File: src/rtl/fifo_pkg.sv
// Shared width helpers for the parallel-lane FIFO and its pointer arithmetic.
package fifo_pkg;

    // Width of a counter that must hold the values 0..n inclusive.
    function automatic int cnt_w(input int n);
        return $clog2(n + 1);
    endfunction

    // Width of an index into n entries; never narrower than one bit.
    function automatic int ptr_w(input int n);
        return (n <= 1) ? 1 : $clog2(n);
    endfunction

endpackage

File: src/rtl/fifo_ptr_adv.sv
// Circular pointer advance: ptr + k, wrapped into 0..SIZE-1 by one conditional
// subtraction. k never exceeds SIZE, so the wrap is correct for any depth,
// including depths that are not a power of two.
module fifo_ptr_adv
    import fifo_pkg::*;
#(
    parameter int SIZE = 8,
    parameter int K_W  = 4
)(
    input  logic [ptr_w(SIZE)-1:0] ptr,
    input  logic [K_W-1:0]         k,
    output logic [ptr_w(SIZE)-1:0] ptr_nxt
);

    localparam int PTR_W = ptr_w(SIZE);
    localparam int SUM_W = ((PTR_W > K_W) ? PTR_W : K_W) + 1;

    logic [SUM_W-1:0] sum;

    // Add, then fold back once if the sum runs past the end of storage.
    always_comb begin
        sum = SUM_W'(ptr) + SUM_W'(k);
        if (sum >= SUM_W'(SIZE)) begin
            ptr_nxt = PTR_W'(sum - SUM_W'(SIZE));
        end else begin
            ptr_nxt = PTR_W'(sum);
        end
    end

endmodule

File: src/rtl/par_fifo_var.sv
// Multi-lane circular FIFO. Each cycle the write port may push 0..PAR_WRITE
// words and the read port may pop 0..PAR_READ words. Both handshakes are
// judged against the registered fill level only, so a read never frees
// space for a same-cycle write and a written word is readable one cycle later.
module par_fifo_var
    import fifo_pkg::*;
#(
    parameter int DATA_WIDTH = 8,
    parameter int SIZE       = 8,
    parameter int PAR_WRITE  = 4,
    parameter int PAR_READ   = 4,
    parameter int AF_THRESH  = SIZE - PAR_WRITE,
    parameter int AE_THRESH  = PAR_READ
)(
    input  logic                                  clk,
    input  logic                                  rst_n,
    input  logic                                  flush,
    input  logic                                  wr_valid,
    input  logic [cnt_w(PAR_WRITE)-1:0]           wr_count,
    input  logic [PAR_WRITE-1:0][DATA_WIDTH-1:0]  wr_data,
    output logic                                  wr_ready,
    input  logic                                  rd_ready,
    input  logic [cnt_w(PAR_READ)-1:0]            rd_count,
    output logic                                  rd_valid,
    output logic [PAR_READ-1:0][DATA_WIDTH-1:0]   rd_data,
    output logic [cnt_w(SIZE)-1:0]                fill_level,
    output logic                                  full,
    output logic                                  empty,
    output logic                                  almost_full,
    output logic                                  almost_empty,
    output logic                                  overflow
);

    localparam int WC_W  = cnt_w(PAR_WRITE);
    localparam int RC_W  = cnt_w(PAR_READ);
    localparam int PTR_W = ptr_w(SIZE);
    localparam int LVL_W = cnt_w(SIZE);

    typedef logic [DATA_WIDTH-1:0] word_t;

    word_t            mem [SIZE];
    logic [PTR_W-1:0] wr_ptr;
    logic [PTR_W-1:0] rd_ptr;
    logic [PTR_W-1:0] wr_ptr_nxt;
    logic [PTR_W-1:0] rd_ptr_nxt;
    logic [PTR_W-1:0] wr_addr [PAR_WRITE];
    logic [PTR_W-1:0] rd_addr [PAR_READ];
    logic             wr_acc;
    logic             rd_acc;
    logic             wr_over;
    logic [LVL_W-1:0] wr_words;
    logic [LVL_W-1:0] rd_words;

    // Handshakes and accepted word counts, all from the pre-edge fill level.
    always_comb begin
        wr_ready = (SIZE - int'(fill_level)) >= int'(wr_count);
        rd_valid = int'(fill_level) >= int'(rd_count);
        wr_acc   = wr_valid && wr_ready && (wr_count != '0);
        rd_acc   = rd_ready && rd_valid && (rd_count != '0);
        wr_over  = wr_valid && !wr_ready;
        wr_words = wr_acc ? LVL_W'(wr_count) : '0;
        rd_words = rd_acc ? LVL_W'(rd_count) : '0;
    end

    fifo_ptr_adv #(.SIZE(SIZE), .K_W(WC_W)) u_wr_adv (
        .ptr     (wr_ptr),
        .k       (wr_count),
        .ptr_nxt (wr_ptr_nxt)
    );

    fifo_ptr_adv #(.SIZE(SIZE), .K_W(RC_W)) u_rd_adv (
        .ptr     (rd_ptr),
        .k       (rd_count),
        .ptr_nxt (rd_ptr_nxt)
    );

    // Per-lane storage addresses: write lane i lands at wr_ptr+i, read lane i
    // shows rd_ptr+i, both wrapped.
    for (genvar i = 0; i < PAR_WRITE; i++) begin : g_wr_lane
        fifo_ptr_adv #(.SIZE(SIZE), .K_W(WC_W)) u_wr_lane (
            .ptr     (wr_ptr),
            .k       (WC_W'(i)),
            .ptr_nxt (wr_addr[i])
        );
    end

    for (genvar i = 0; i < PAR_READ; i++) begin : g_rd_lane
        fifo_ptr_adv #(.SIZE(SIZE), .K_W(RC_W)) u_rd_lane (
            .ptr     (rd_ptr),
            .k       (RC_W'(i)),
            .ptr_nxt (rd_addr[i])
        );
    end

    // Pointer, level and sticky error state; flush beats any same-cycle accept.
    always_ff @(posedge clk or negedge rst_n) begin
        if (!rst_n) begin
            wr_ptr     <= '0;
            rd_ptr     <= '0;
            fill_level <= '0;
            overflow   <= 1'b0;
        end else if (flush) begin
            wr_ptr     <= '0;
            rd_ptr     <= '0;
            fill_level <= '0;
            overflow   <= 1'b0;
        end else begin
            if (wr_acc) begin
                wr_ptr <= wr_ptr_nxt;
            end
            if (rd_acc) begin
                rd_ptr <= rd_ptr_nxt;
            end
            fill_level <= fill_level + wr_words - rd_words;
            if (wr_over) begin
                overflow <= 1'b1;
            end
        end
    end

    // Storage write of the accepted lanes; contents are never reset.
    always_ff @(posedge clk) begin
        if (wr_acc && !flush) begin
            for (int i = 0; i < PAR_WRITE; i++) begin
                if (i < int'(wr_count)) begin
                    mem[wr_addr[i]] <= wr_data[i];
                end
            end
        end
    end

    // Show-ahead read lanes; lanes beyond the stored word count read as zero.
    always_comb begin
        rd_data = '0;
        for (int i = 0; i < PAR_READ; i++) begin
            if (i < int'(fill_level)) begin
                rd_data[i] = mem[rd_addr[i]];
            end
        end
    end

    // Status flags decoded from the registered fill level.
    always_comb begin
        full         = (fill_level == LVL_W'(SIZE));
        empty        = (fill_level == '0);
        almost_full  = int'(fill_level) >= AF_THRESH;
        almost_empty = int'(fill_level) < AE_THRESH;
    end

endmodule
File: config.mk
export PLATFORM = sky130hd
export DESIGN_NAME = par_fifo_var
export DESIGN_NICKNAME = d
export VERILOG_FILES = /design/src/rtl/fifo_pkg.sv /design/src/rtl/fifo_ptr_adv.sv /design/src/rtl/par_fifo_var.sv
export SDC_FILE = /design/constraint.sdc
export NUM_CORES = 1
export LEC_CHECK = 0
export BUFFER_PORTS_ARGS = -buffer_cell sky130_fd_sc_hd__buf_2
export CAP_MARGIN = 40
export CORE_UTILIZATION = 55
export CTS_CLUSTER_SIZE = 40
export DETAILED_ROUTE_END_ITERATION = 10
export GPL_TIMING_DRIVEN = 0
export PLACE_DENSITY = 0.8
export SYNTH_ARGS = -nofsm -noshare
export SYNTH_HDL_FRONTEND = slang
export SYNTH_HIERARCHICAL = 1
export SYNTH_SLANG_ARGS = --single-unit
File: constraint.sdc
create_clock -name clk -period 3.8 [get_ports clk]
set_input_delay 0.76 -clock clk [delete_from_list [all_inputs] [get_ports clk]]
set_output_delay 0.76 -clock clk [all_outputs]
set_load 0.02 [all_outputs]
==> results_tabular.tex, run 1 <==
\begin{tabular}{lr}
\hline
Metric & Value \\
\hline
\multicolumn{2}{l}{\textbf{Timing}} \\
Worst Setup Slack, final & 0.00467 ns \\
Max Freq & 0.263 GHz \\
Worst slew pin tran & 0.891 ns \\
Setup repair after global routing missed its margin & yes \\
Setup-violating endpoint count in the final report & 0 \\
Final total negative setup slack & 0 ns \\
Pins Over Slew Limit & 0 \\
Normalized max-slew margin & 39.8\% \\
Final-layout worst hold slack & 0.300 ns \\
Final critical-path required period & 3.80 ns \\
Clock skew after layout & 0.00873 ns \\
Final hold violation count & 0 \\
Share of the clock period used by the worst path after layout & 99.9\% \\
\multicolumn{2}{l}{\textbf{Critical path}} \\
FF-to-FF Start & wr\_ptr[0]\$\_DFFE\_PN0P\_ \\
RR Endpoint & mem[1][2]\$\_DFFE\_PP\_ \\
Ordered list of cells on the worst path & ha\_1, fa\_1, xor3\_1, nor4\_2, and2\_1, clkbuf\_1, a21oi\_1, nand3\_1 \\
Critical Path End Type & flop \\
CP Max Fanout & 9 \\
R2R setup slack & 0.005 ns \\
Category of the critical setup timing path & reg -> reg \\
CP arrival & 3.76 ns \\
Slowest cell on the critical path & sky130\_fd\_sc\_hd\_\_nor4\_2 \\
Worst R2R Path Depth & 8 \\
Worst Path Required & 3.77 ns \\
Type of element launching the critical path & flop \\
Largest incremental delay on the critical path & 0.82 ns \\
\multicolumn{2}{l}{\textbf{Outcome}} \\
Status & complete, no violations \\
\multicolumn{2}{l}{\textbf{Logic synthesis}} \\
Post-synthesis cell type count & 52 \\
Most used flip-flop cell after synthesis & sky130\_fd\_sc\_hd\_\_edfxtp\_1 \\
Synthesized flop and latch total & 75 \\
Fraction of the yosys area taken by sequential cells & 27.1\% \\
Synth Area per Inst & 10.7 µm² \\
Syn Std Cell Area & 0.00812 mm² \\
Share of flip-flops with an asynchronous set or reset after synthesis & 14.7\% \\
Yosys warning count & 6 \\
Instance count of the mapped netlist & 761 \\
Number of synthesized flops with an enable pin & 64 \\
\multicolumn{2}{l}{\textbf{GRT}} \\
Number of antenna violations at the first check in global routing & 1 \\
Total congestion overflow & 0 \\
Wire length of the first global-routing pass & 39.3 mm \\
Vias in the first global route & 6502 \\
Total Routing Usage GR & 35.8\% \\
Maximum number of pins on one net before global-route repair & 13 \\
\multicolumn{2}{l}{\textbf{Routing}} \\
Final wirelength & 26.5 mm \\
Detailed-routing wirelength on met1 & 10.3 mm \\
DRC errors left & 0 \\
Met3 wirelength from detailed routing & 3.19 mm \\
Number of nets with antenna violations after routing & 0 \\
Violation count after the first detailed-route iteration & 1410 \\
Routed via count & 7372 \\
Top routing layer in use & met4 \\
Number of search-and-repair iterations in the first detailed-routing pass & 6 \\
Vias per cell & 7.04 \\
Average wire per cell in the routed design & 25.3 µm \\
Detailed-routed wire length on met2 & 11.9 mm \\
\multicolumn{2}{l}{\textbf{Floorplanning}} \\
Floorplan row count & 44 \\
Die width & 123 µm \\
I/O Pins & 86 \\
Y dimension of the die & 123 µm \\
Area enclosed by the die boundary & 0.0152 mm² \\
Core outline area & 0.0145 mm² \\
Initial Utilization & 56.1\% \\
\multicolumn{2}{l}{\textbf{Placement}} \\
Placed Cells & 1038 \\
Post-DP HPWL & 20.7 mm \\
PortBufs & 69 \\
Weighted congestion reported at the end of routability-driven placement & 1.01 \\
Post-detailed-placement cell area & 0.00878 mm² \\
Worst slack at placement & 0.0637 ns \\
\multicolumn{2}{l}{\textbf{CTS}} \\
H-tree depth & 3 \\
Number of clock sinks & 75 \\
Clock transition at the register clock pins on the worst setup and hold paths after CTS & 0.06 ns \\
Clock Tree Root & sky130\_fd\_sc\_hd\_\_clkbuf\_16 \\
Clock latency on the worst-skew pair & 0.32 ns \\
CTS tree & built \\
Number of buffers added for setup after CTS & 0 \\
Largest buffer count on any clock path & 2 \\
Hold Buf Count CTS & 0 \\
TritonCTS buffer count & 9 \\
\multicolumn{2}{l}{\textbf{Layout}} \\
Layout filler cell count & 1185 \\
Final Instance Area & 0.00915 mm² \\
Layout Cells excl Fill & 1047 \\
\# diodes & 0 \\
Reg area & 0.00220 mm² \\
Share of final-layout standard cells stronger than drive strength 1 & 23.1\% \\
Layout-stage area growth over the synthesis result & 12.7\% \\
Commonest non-fill, non-tap cell in the layout & sky130\_fd\_sc\_hd\_\_buf\_2 \\
NumNets Final & 936 \\
Multi-input logic area & 0.00567 mm² \\
Post-layout util & 63.2\% \\
Commonest cells after routing, fill and taps aside & sky130\_fd\_sc\_hd\_\_buf\_2, sky130\_fd\_sc\_hd\_\_o21ai\_0, sky130\_fd\_sc\_hd\_\_a211oi\_1 \\
\multicolumn{2}{l}{\textbf{Power}} \\
Sequential share of power & 20.8\% \\
Power Dens Cells & 718 mW/mm² \\
Pleak & 3.52 nW \\
Switching Share & 48.1\% \\
Fraction of power consumed by combinational cells & 65.0\% \\
Internal power & 3.41 mW \\
Power spent charging and discharging nets & 3.16 mW \\
Total power draw & 6.57 mW \\
Relative contribution of the clock network to total power & 14.2\% \\
Peak ir drop on the vdd network & 0.000341 V \\
\multicolumn{2}{l}{\textbf{Run}} \\
Maxcap violations & 0 \\
\multicolumn{2}{l}{\textbf{Min path}} \\
Path type of the worst min-delay path & in -> async \\
\hline
\end{tabular}
==> worst max-delay path, delay by kind of cell, from the launching register on <==
kind / cells / cell delay [ns]
compound gates: 1 / 0.11
xor+xnor: 1 / 0.52
fa+ha+maj: 2 / 0.61
buf+inv: 1 / 0.31
flops: 1 / 0.46
simple gates: 3 / 1.42
==> per-layer routing <==
| layer | GRT usage, % | up-vias |
|---|---|---|
| li1 | - | 3205 |
| met1 | 50.2 | 3463 |
| met2 | 55.2 | 610 |
| met3 | 7.01 | 94 |
| met4 | 13.0 | 0 |
| met5 | 0 | - |
==> power by group through the flow <==
stage	registers, mW	clock network [mW]	logic (mW)
3_5_place_dp	1.37	0	4.13
3_3_place_gp	1.35	0	4.06
5_1_grt	1.39	0.975	4.60
6_report	1.37	0.933	4.27
2_1_floorplan	1.31	0	2.99
4_1_cts	1.35	0.940	4.15
==> cells in the mapped netlist, drive strengths merged, types with 7 or more instances <==
master	n	area, µm²
nand3	12	60.1
mux4	64	1440
ha	22	275
a211oi	65	488
nor4	8	87.6
and2	15	93.8
nand2b	8	50.1
edfxtp	64	1920
a21boi	61	458
and3	8	50.1
a21oi	10	50.1
xor3	10	238
nor2	59	236
inv	19	71.3
dfrtp	11	275
fa	13	260
buf	35	158
nor2b	7	43.8
mux2i	38	380
o2bb2ai	64	561
clkbuf	40	154
nand2	18	67.6
o21ai	67	335
nor3	8	72.6
==> cells by family (layout without fill, tap and decap cells) <==
family / count (synthesis) / after routing / synth area share [%]
compound gates: 280 / 280 / 24.6
fa+ha+maj: 35 / 35 / 6.60
simple gates: 158 / 158 / 11.0
other cells: 2 / 24 / 0.0925
xor+xnor: 15 / 15 / 3.47
buf+inv: 94 / 174 / 4.72
flops: 75 / 75 / 27.1
mux: 102 / 102 / 22.4
==> state kept, by name, summed over array words and instances, names as in the netlist <==
signal      cells
mem            64
overflow        1
fill_level      4
rd_ptr          3
wr_ptr          3
==> worst max-delay path by stage <==
stage,startpoint,endpoint,cells after the start
detailed placement,wr_ptr[0]$_DFFE_PN0P_,mem[0][0]$_DFFE_PP_,8
CTS,rd_ptr[0]$_DFFE_PN0P_,rd_data[27],8
finish,wr_ptr[0]$_DFFE_PN0P_,mem[1][2]$_DFFE_PP_,8
floorplan,fill_level[1]$_DFF_PN0_,fill_level[3]$_DFF_PN0_,14
global route,wr_ptr[0]$_DFFE_PN0P_,mem[1][6]$_DFFE_PP_,8
global placement,wr_ptr[0]$_DFFE_PN0P_,mem[0][0]$_DFFE_PP_,8
==> layout make-up <==
cell class | instances | area share, %
Tap cell | 184 | 2.52
Buffer | 68 | 3.20
Timing Repair Buffer | 71 | 3.87
Clock buffer | 9 | 2.46
Clock inverter | 7 | 1.16
Sequential cell | 75 | 24.0
Multi-Input combinational cell | 614 | 62.0
Inverter | 19 | 0.779
==> timing repair <==
item,CTS,global route
gates resized for setup,4,15
endpoints found under the hold margin,0,0
endpoints found under the setup margin,24,67
No activity file was read; power rests on OpenSTA's default activity.
==> run 2, diff against run 1 <==
- ABC_AREA: default -> 1
- PLACE_DENSITY: 0.8 -> 0.81
- SYNTH_HIERARCHICAL: 1 -> default
- clock period: 3.8 -> 4.8 ns (I/O delays scaled with it)
==> results_tabular.tex, run 2 <==
\begin{tabular}{lr}
\hline
Metric & Value \\
\hline
\multicolumn{2}{l}{\textbf{Routing}} \\
Number of nets with antenna violations after routing & 0 \\
Number of search-and-repair iterations in the first detailed-routing pass & 8 \\
Routed via count & 9042 \\
Average wire per cell in the routed design & 21.3 µm \\
Violation count after the first detailed-route iteration & 1424 \\
DRC errors left & 0 \\
Vias per cell & 6.24 \\
Final wirelength & 30.9 mm \\
\multicolumn{2}{l}{\textbf{CTS}} \\
CTS tree & built \\
Clock latency on the worst-skew pair & 0.34 ns \\
H-tree depth & 3 \\
Number of clock sinks & 75 \\
Clock transition at the register clock pins on the worst setup and hold paths after CTS & 0.06 ns \\
Largest buffer count on any clock path & 2 \\
TritonCTS buffer count & 9 \\
Clock Tree Root & sky130\_fd\_sc\_hd\_\_clkbuf\_16 \\
\multicolumn{2}{l}{\textbf{Floorplanning}} \\
Initial Utilization & 56.9\% \\
Y dimension of the die & 119 µm \\
Core outline area & 0.0133 mm² \\
Floorplan row count & 42 \\
Area enclosed by the die boundary & 0.0143 mm² \\
Die width & 119 µm \\
I/O Pins & 86 \\
\multicolumn{2}{l}{\textbf{Logic synthesis}} \\
Top cell type's share of synthesized area & 25.3\% \\
Post-synthesis net count & 1248 \\
Most used flip-flop cell after synthesis & sky130\_fd\_sc\_hd\_\_edfxtp\_1 \\
Biggest area consumer among synthesized cells & sky130\_fd\_sc\_hd\_\_edfxtp\_1 \\
Yosys warning count & 0 \\
Count leader, synth & sky130\_fd\_sc\_hd\_\_nand2\_1 \\
Synth Area per Inst & 6.42 µm² \\
Fraction of the yosys area taken by sequential cells & 28.9\% \\
Ranking of synthesized cells by area & sky130\_fd\_sc\_hd\_\_edfxtp\_1, sky130\_fd\_sc\_hd\_\_nand2\_1, sky130\_fd\_sc\_hd\_\_nand4\_1 \\
Instance count of the mapped netlist & 1182 \\
Synth cell count leaders & sky130\_fd\_sc\_hd\_\_nand2\_1, sky130\_fd\_sc\_hd\_\_inv\_1, sky130\_fd\_sc\_hd\_\_nand3\_1, sky130\_fd\_sc\_hd\_\_nand4\_1, sky130\_fd\_sc\_hd\_\_nor2\_1 \\
Share of flip-flops with an asynchronous set or reset after synthesis & 14.7\% \\
Post-synthesis cell type count & 34 \\
Number of synthesized flops with an enable pin & 64 \\
Synthesized flop and latch total & 75 \\
Syn Std Cell Area & 0.00759 mm² \\
\multicolumn{2}{l}{\textbf{Timing}} \\
Max Freq & 0.219 GHz \\
Normalized max-slew margin & 36.9\% \\
Setup-violating endpoint count in the final report & 0 \\
Final hold violation count & 0 \\
Final total negative setup slack & 0 ns \\
Setup repair after global routing missed its margin & no \\
Worst slew pin tran & 0.940 ns \\
Pins Over Slew Limit & 0 \\
Final critical-path required period & 4.57 ns \\
Share of the clock period used by the worst path after layout & 95.2\% \\
Clock skew after layout & 0.0112 ns \\
\multicolumn{2}{l}{\textbf{Power}} \\
Total power draw & 4.73 mW \\
Peak ir drop on the vdd network & 0.000325 V \\
Pleak & 4.10 nW \\
Power Dens Cells & 557 mW/mm² \\
\multicolumn{2}{l}{\textbf{Critical path}} \\
Worst Path Required & 3.84 ns \\
RR Endpoint & mem[5][7]\$\_DFFE\_PP\_ \\
Worst R2R Path Depth & 13 \\
CP Max Fanout & 10 \\
Critical Path End Type & output port \\
CP arrival & 3.61 ns \\
Category of the critical setup timing path & reg -> out \\
Type of element launching the critical path & flop \\
R2R setup slack & 1.28 ns \\
FF-to-FF Start & fill\_level[1]\$\_DFF\_PN0\_ \\
\multicolumn{2}{l}{\textbf{Placement}} \\
PortBufs & 70 \\
Post-DP HPWL & 24.1 mm \\
Weighted congestion reported at the end of routability-driven placement & 1.10 \\
\multicolumn{2}{l}{\textbf{GRT}} \\
Wire length of the first global-routing pass & 46.5 mm \\
Vias in the first global route & 8060 \\
Number of antenna violations at the first check in global routing & 0 \\
Total congestion overflow & 0 \\
Maximum number of pins on one net before global-route repair & 13 \\
Total Routing Usage GR & 43.5\% \\
\multicolumn{2}{l}{\textbf{Min path}} \\
Path type of the worst min-delay path & in -> async \\
\multicolumn{2}{l}{\textbf{Layout}} \\
NumNets Final & 1335 \\
Layout filler cell count & 1219 \\
\# diodes & 0 \\
Share of final-layout standard cells stronger than drive strength 1 & 9.03\% \\
Layout-stage area growth over the synthesis result & 11.8\% \\
Commonest non-fill, non-tap cell in the layout & sky130\_fd\_sc\_hd\_\_nand2\_1 \\
Commonest cells after routing, fill and taps aside & sky130\_fd\_sc\_hd\_\_nand2\_1, sky130\_fd\_sc\_hd\_\_inv\_1, sky130\_fd\_sc\_hd\_\_nand3\_1 \\
Max reg flops & 64 \\
\multicolumn{2}{l}{\textbf{Run}} \\
Maxcap violations & 0 \\
\multicolumn{2}{l}{\textbf{Outcome}} \\
Status & complete, no violations \\
\hline
\end{tabular}
-- run 2: logic make-up after synthesis --
family	share of synthesized area (%)
xor+xnor	1.27
flops	28.9
buf+inv	10.5
simple gates	38.9
mux	3.96
fa+ha+maj	4.29
compound gates	12.1
-- run 2: worst max-delay path by stage --
stage | startpoint | to | slack [ns] | cells past startpoint
3_5_place_dp | rd_ptr[0]$_DFFE_PN0P_ | rd_data[25] | 0.61 | 10
5_1_grt | rd_ptr[0]$_DFFE_PN0P_ | rd_data[30] | 0.03 | 11
6_report | rd_ptr[0]$_DFFE_PN0P_ | rd_data[30] | 0.23 | 11
3_3_place_gp | rd_ptr[0]$_DFFE_PN0P_ | rd_data[25] | 0.61 | 10
4_1_cts | rd_ptr[0]$_DFFE_PN0P_ | rd_data[25] | 0.24 | 10
2_1_floorplan | rd_count[1] | fill_level[3]$_DFF_PN0_ | 1.35 | 14
-- run 2: layout make-up --
type | instances | area [µm²] | share of cell area [%]
timing repair buffer | 76 | 383 | 4.51
buffer | 73 | 300 | 3.54
clock inverter | 6 | 56.3 | 0.664
sequential | 75 | 2200 | 25.9
multi-input combinational | 901 | 4600 | 54.2
tap | 176 | 220 | 2.60
clock buffer | 10 | 229 | 2.70
inverter | 133 | 499 | 5.88
-- run 2: per-stage QoR --
| step | util (%) | instance area [µm²] | hold slack, ns | cells | worst slack, ns |
|---|---|---|---|---|---|
| after floorplan | - | 7590 | 0.594 | 1182 | 1.35 |
| after global placement | 61.1 | 8160 | 0.469 | 1428 | 0.612 |
| after detailed placement | 61.4 | 8190 | 0.492 | 1434 | 0.612 |
| after CTS | 63.5 | 8480 | 0.490 | 1450 | 0.238 |
| after global routing | 63.6 | 8490 | 0.508 | 1450 | 0.0326 |
| final | 63.6 | 8490 | 0.498 | 1450 | 0.229 |
-- run 2: per-layer routing --
| layer | global-route usage [%] | vias to the layer above | routed length (µm) |
|---|---|---|---|
| met5 | 0 | - | 0 |
| met4 | 29.3 | 0 | 2120 |
| met3 | 8.24 | 143 | 3320 |
| met2 | 68.1 | 714 | 13900 |
| met1 | 54.5 | 4032 | 11600 |
| li1 | - | 4153 | - |
-- run 2: report_power, final --
group	switching (mW)	leakage, nW	internal (mW)	total [mW]
combinational	2.19	3.23	0.912	3.11
sequential	0.0920	0.725	0.877	0.969
clock	0.254	0.141	0.398	0.652
-- run 2: critical path, stage by stage, from the launching register on --
cell and delay [ns]:
sky130_fd_sc_hd__dfrtp_1 0.41, sky130_fd_sc_hd__clkbuf_1 0.38, sky130_fd_sc_hd__clkinv_1 0.38, sky130_fd_sc_hd__clkbuf_1 0.39, sky130_fd_sc_hd__ha_1 0.38, sky130_fd_sc_hd__clkbuf_1 0.17
sky130_fd_sc_hd__inv_1 0.14, sky130_fd_sc_hd__buf_1 0.41, sky130_fd_sc_hd__o21ai_0 0.16, sky130_fd_sc_hd__a21oi_1 0.15, sky130_fd_sc_hd__o21a_1 0.13, sky130_fd_sc_hd__buf_2 0.16
-- run 2: repair_timing --
item	CTS	global route
hold buffers	0	0
setup buffers	0	0
setup endpoints to repair	0	1
resized for setup	0	1
==> run 3, diff against run 2 <==
- PLACE_DENSITY: 0.81 -> default
- PLACE_DENSITY_LB_ADDON: default -> 0.15
- SLEW_MARGIN: default -> 20
==> results_tabular.tex, run 3 (synthesis results as in run 2) <==
\begin{tabular}{lr}
\hline
Metric & Value \\
\hline
\multicolumn{2}{l}{\textbf{Outcome}} \\
Status & complete, no violations \\
\multicolumn{2}{l}{\textbf{CTS}} \\
Number of buffers added for setup after CTS & 0 \\
Number of clock sinks & 75 \\
Post-CTS sizing & 0 \\
Clock transition at the register clock pins on the worst setup and hold paths after CTS & 0.06 ns \\
Clock Tree Root & sky130\_fd\_sc\_hd\_\_clkbuf\_16 \\
Clock latency on the worst-skew pair & 0.34 ns \\
TritonCTS buffer count & 9 \\
H-tree depth & 3 \\
CTS tree & built \\
Hold Buf Count CTS & 0 \\
Largest buffer count on any clock path & 2 \\
\multicolumn{2}{l}{\textbf{Floorplanning}} \\
Area enclosed by the die boundary & 0.0143 mm² \\
Die width & 119 µm \\
Floorplan row count & 42 \\
Initial Utilization & 56.9\% \\
Y dimension of the die & 119 µm \\
Core outline area & 0.0133 mm² \\
I/O Pins & 86 \\
\multicolumn{2}{l}{\textbf{Layout}} \\
Commonest non-fill, non-tap cell in the layout & sky130\_fd\_sc\_hd\_\_nand2\_1 \\
Layout-stage area growth over the synthesis result & 11.6\% \\
NumNets Final & 1338 \\
Max reg flops & 64 \\
Share of final-layout standard cells stronger than drive strength 1 & 9.17\% \\
Layout Cells excl Fill & 1452 \\
Layout filler cell count & 1285 \\
Commonest cells after routing, fill and taps aside & sky130\_fd\_sc\_hd\_\_nand2\_1, sky130\_fd\_sc\_hd\_\_inv\_1, sky130\_fd\_sc\_hd\_\_nand3\_1 \\
\# diodes & 0 \\
\multicolumn{2}{l}{\textbf{Timing}} \\
Share of the clock period used by the worst path after layout & 93.4\% \\
Setup repair after global routing missed its margin & no \\
Pins Over Slew Limit & 0 \\
Final total negative setup slack & 0 ns \\
Max Freq & 0.223 GHz \\
Final critical-path required period & 4.49 ns \\
Normalized max-slew margin & 43.7\% \\
Setup-violating endpoint count in the final report & 0 \\
Final hold violation count & 0 \\
Clock skew after layout & 0.00853 ns \\
Worst slew pin tran & 0.844 ns \\
\multicolumn{2}{l}{\textbf{Placement}} \\
Post-DP HPWL & 23.8 mm \\
Weighted congestion reported at the end of routability-driven placement & 1.11 \\
PortBufs & 70 \\
Placed Cells & 1433 \\
\multicolumn{2}{l}{\textbf{GRT}} \\
Total Routing Usage GR & 43.4\% \\
Number of antenna violations at the first check in global routing & 0 \\
Vias in the first global route & 7855 \\
Total congestion overflow & 0 \\
Maximum number of pins on one net before global-route repair & 12 \\
Wire length of the first global-routing pass & 46.3 mm \\
\multicolumn{2}{l}{\textbf{Power}} \\
Pleak & 4.10 nW \\
Switching Share & 54.1\% \\
Sequential share of power & 20.7\% \\
Peak ir drop on the vdd network & 0.000415 V \\
Fraction of power consumed by combinational cells & 66.9\% \\
Power Dens Cells & 552 mW/mm² \\
Power spent charging and discharging nets & 2.53 mW \\
Internal power & 2.14 mW \\
Relative contribution of the clock network to total power & 12.4\% \\
Total power draw & 4.67 mW \\
\multicolumn{2}{l}{\textbf{Critical path}} \\
CP arrival & 3.53 ns \\
FF-to-FF Start & fill\_level[0]\$\_DFF\_PN0\_ \\
Worst Path Required & 3.84 ns \\
Type of element launching the critical path & flop \\
Critical Path Source & rd\_ptr[0]\$\_DFFE\_PN0P\_ \\
CP Max Fanout & 10 \\
Category of the critical setup timing path & reg -> out \\
Critical Path End Type & output port \\
\multicolumn{2}{l}{\textbf{Routing}} \\
Number of search-and-repair iterations in the first detailed-routing pass & 9 \\
Final wirelength & 30.2 mm \\
Routed via count & 8954 \\
Average wire per cell in the routed design & 20.8 µm \\
DRC errors left & 0 \\
Violation count after the first detailed-route iteration & 1570 \\
Number of nets with antenna violations after routing & 0 \\
Vias per cell & 6.17 \\
\multicolumn{2}{l}{\textbf{Run}} \\
Maxcap violations & 0 \\
\multicolumn{2}{l}{\textbf{Min path}} \\
Path type of the worst min-delay path & in -> async \\
\hline
\end{tabular}
==> run 3: changes by cell type in the layout (fill, tap and decap cells not counted), sizes merged <==
cell | before | now
clkinv | 7 | 6
clkbuf | 57 | 60
bufinv | 1 | 0
buf | 102 | 103
==> run 3: through the flow <==
step,util (%),setup WS [ns],hold slack [ns],instance area [µm²]
global route,63.5,0.0655,0.511,8470
finish,63.5,0.315,0.496,8470
CTS,63.2,0.250,0.501,8440
floorplan,-,1.35,0.594,7590
detailed placement,61.3,0.611,0.489,8190
global placement,61.1,0.596,0.468,8160
==> run 3: area by class of cell <==
type | count | area (µm²) | area share, %
Multi-Input combinational cell | 901 | 4600 | 54.3
Sequential cell | 75 | 2200 | 25.9
Inverter | 133 | 499 | 5.89
Timing Repair Buffer | 79 | 400 | 4.73
Buffer | 73 | 300 | 3.55
Clock buffer | 11 | 233 | 2.75
Tap cell | 176 | 220 | 2.60
Clock inverter | 4 | 18.8 | 0.222
==> run 3: path summary, 6_finish.rpt <==
check | to | cells after the start | slack [ns]
min reg2reg | overflow$_DFFE_PN0P_ | 2 | 0.50
max in group asynchronous | rd_ptr[0]$_DFFE_PN0P_ | 1 | 4.07
min in group clk | overflow$_DFFE_PN0P_ | 2 | 0.50
min | fill_level[2]$_DFF_PN0_ | 1 | 0.50
max | rd_data[26] | 10 | 0.31
max reg2reg | mem[6][4]$_DFFE_PP_ | 14 | 1.33
==> run 3: layer usage <==
metal / global-route usage (%) / wire, µm
met4: 25.7 / 2100
met5: 0 / 0
met3: 10.7 / 3190
met1: 54.7 / 11600
met2: 67.3 / 13300
==> run 3: worst max-delay path, stage by stage (launching register included) <==
cell and delay [ns]:
sky130_fd_sc_hd__dfrtp_1 0.39, sky130_fd_sc_hd__clkbuf_1 0.41, sky130_fd_sc_hd__clkinv_1 0.39, sky130_fd_sc_hd__clkbuf_1 0.35, sky130_fd_sc_hd__ha_1 0.36, sky130_fd_sc_hd__clkbuf_1 0.16
sky130_fd_sc_hd__inv_1 0.13, sky130_fd_sc_hd__clkbuf_1 0.41, sky130_fd_sc_hd__o211ai_1 0.17, sky130_fd_sc_hd__a21oi_1 0.21, sky130_fd_sc_hd__buf_2 0.20
==> run 3: power groups by stage <==
stage          clock [mW]  sequential [mW]  combinational (mW)
5_1_grt             0.616            0.978                3.38
3_5_place_dp            0            0.976                2.98
6_report            0.581            0.968                3.12
4_1_cts             0.582            0.964                3.00
3_3_place_gp            0            0.972                2.94
2_1_floorplan           0            0.964                2.05
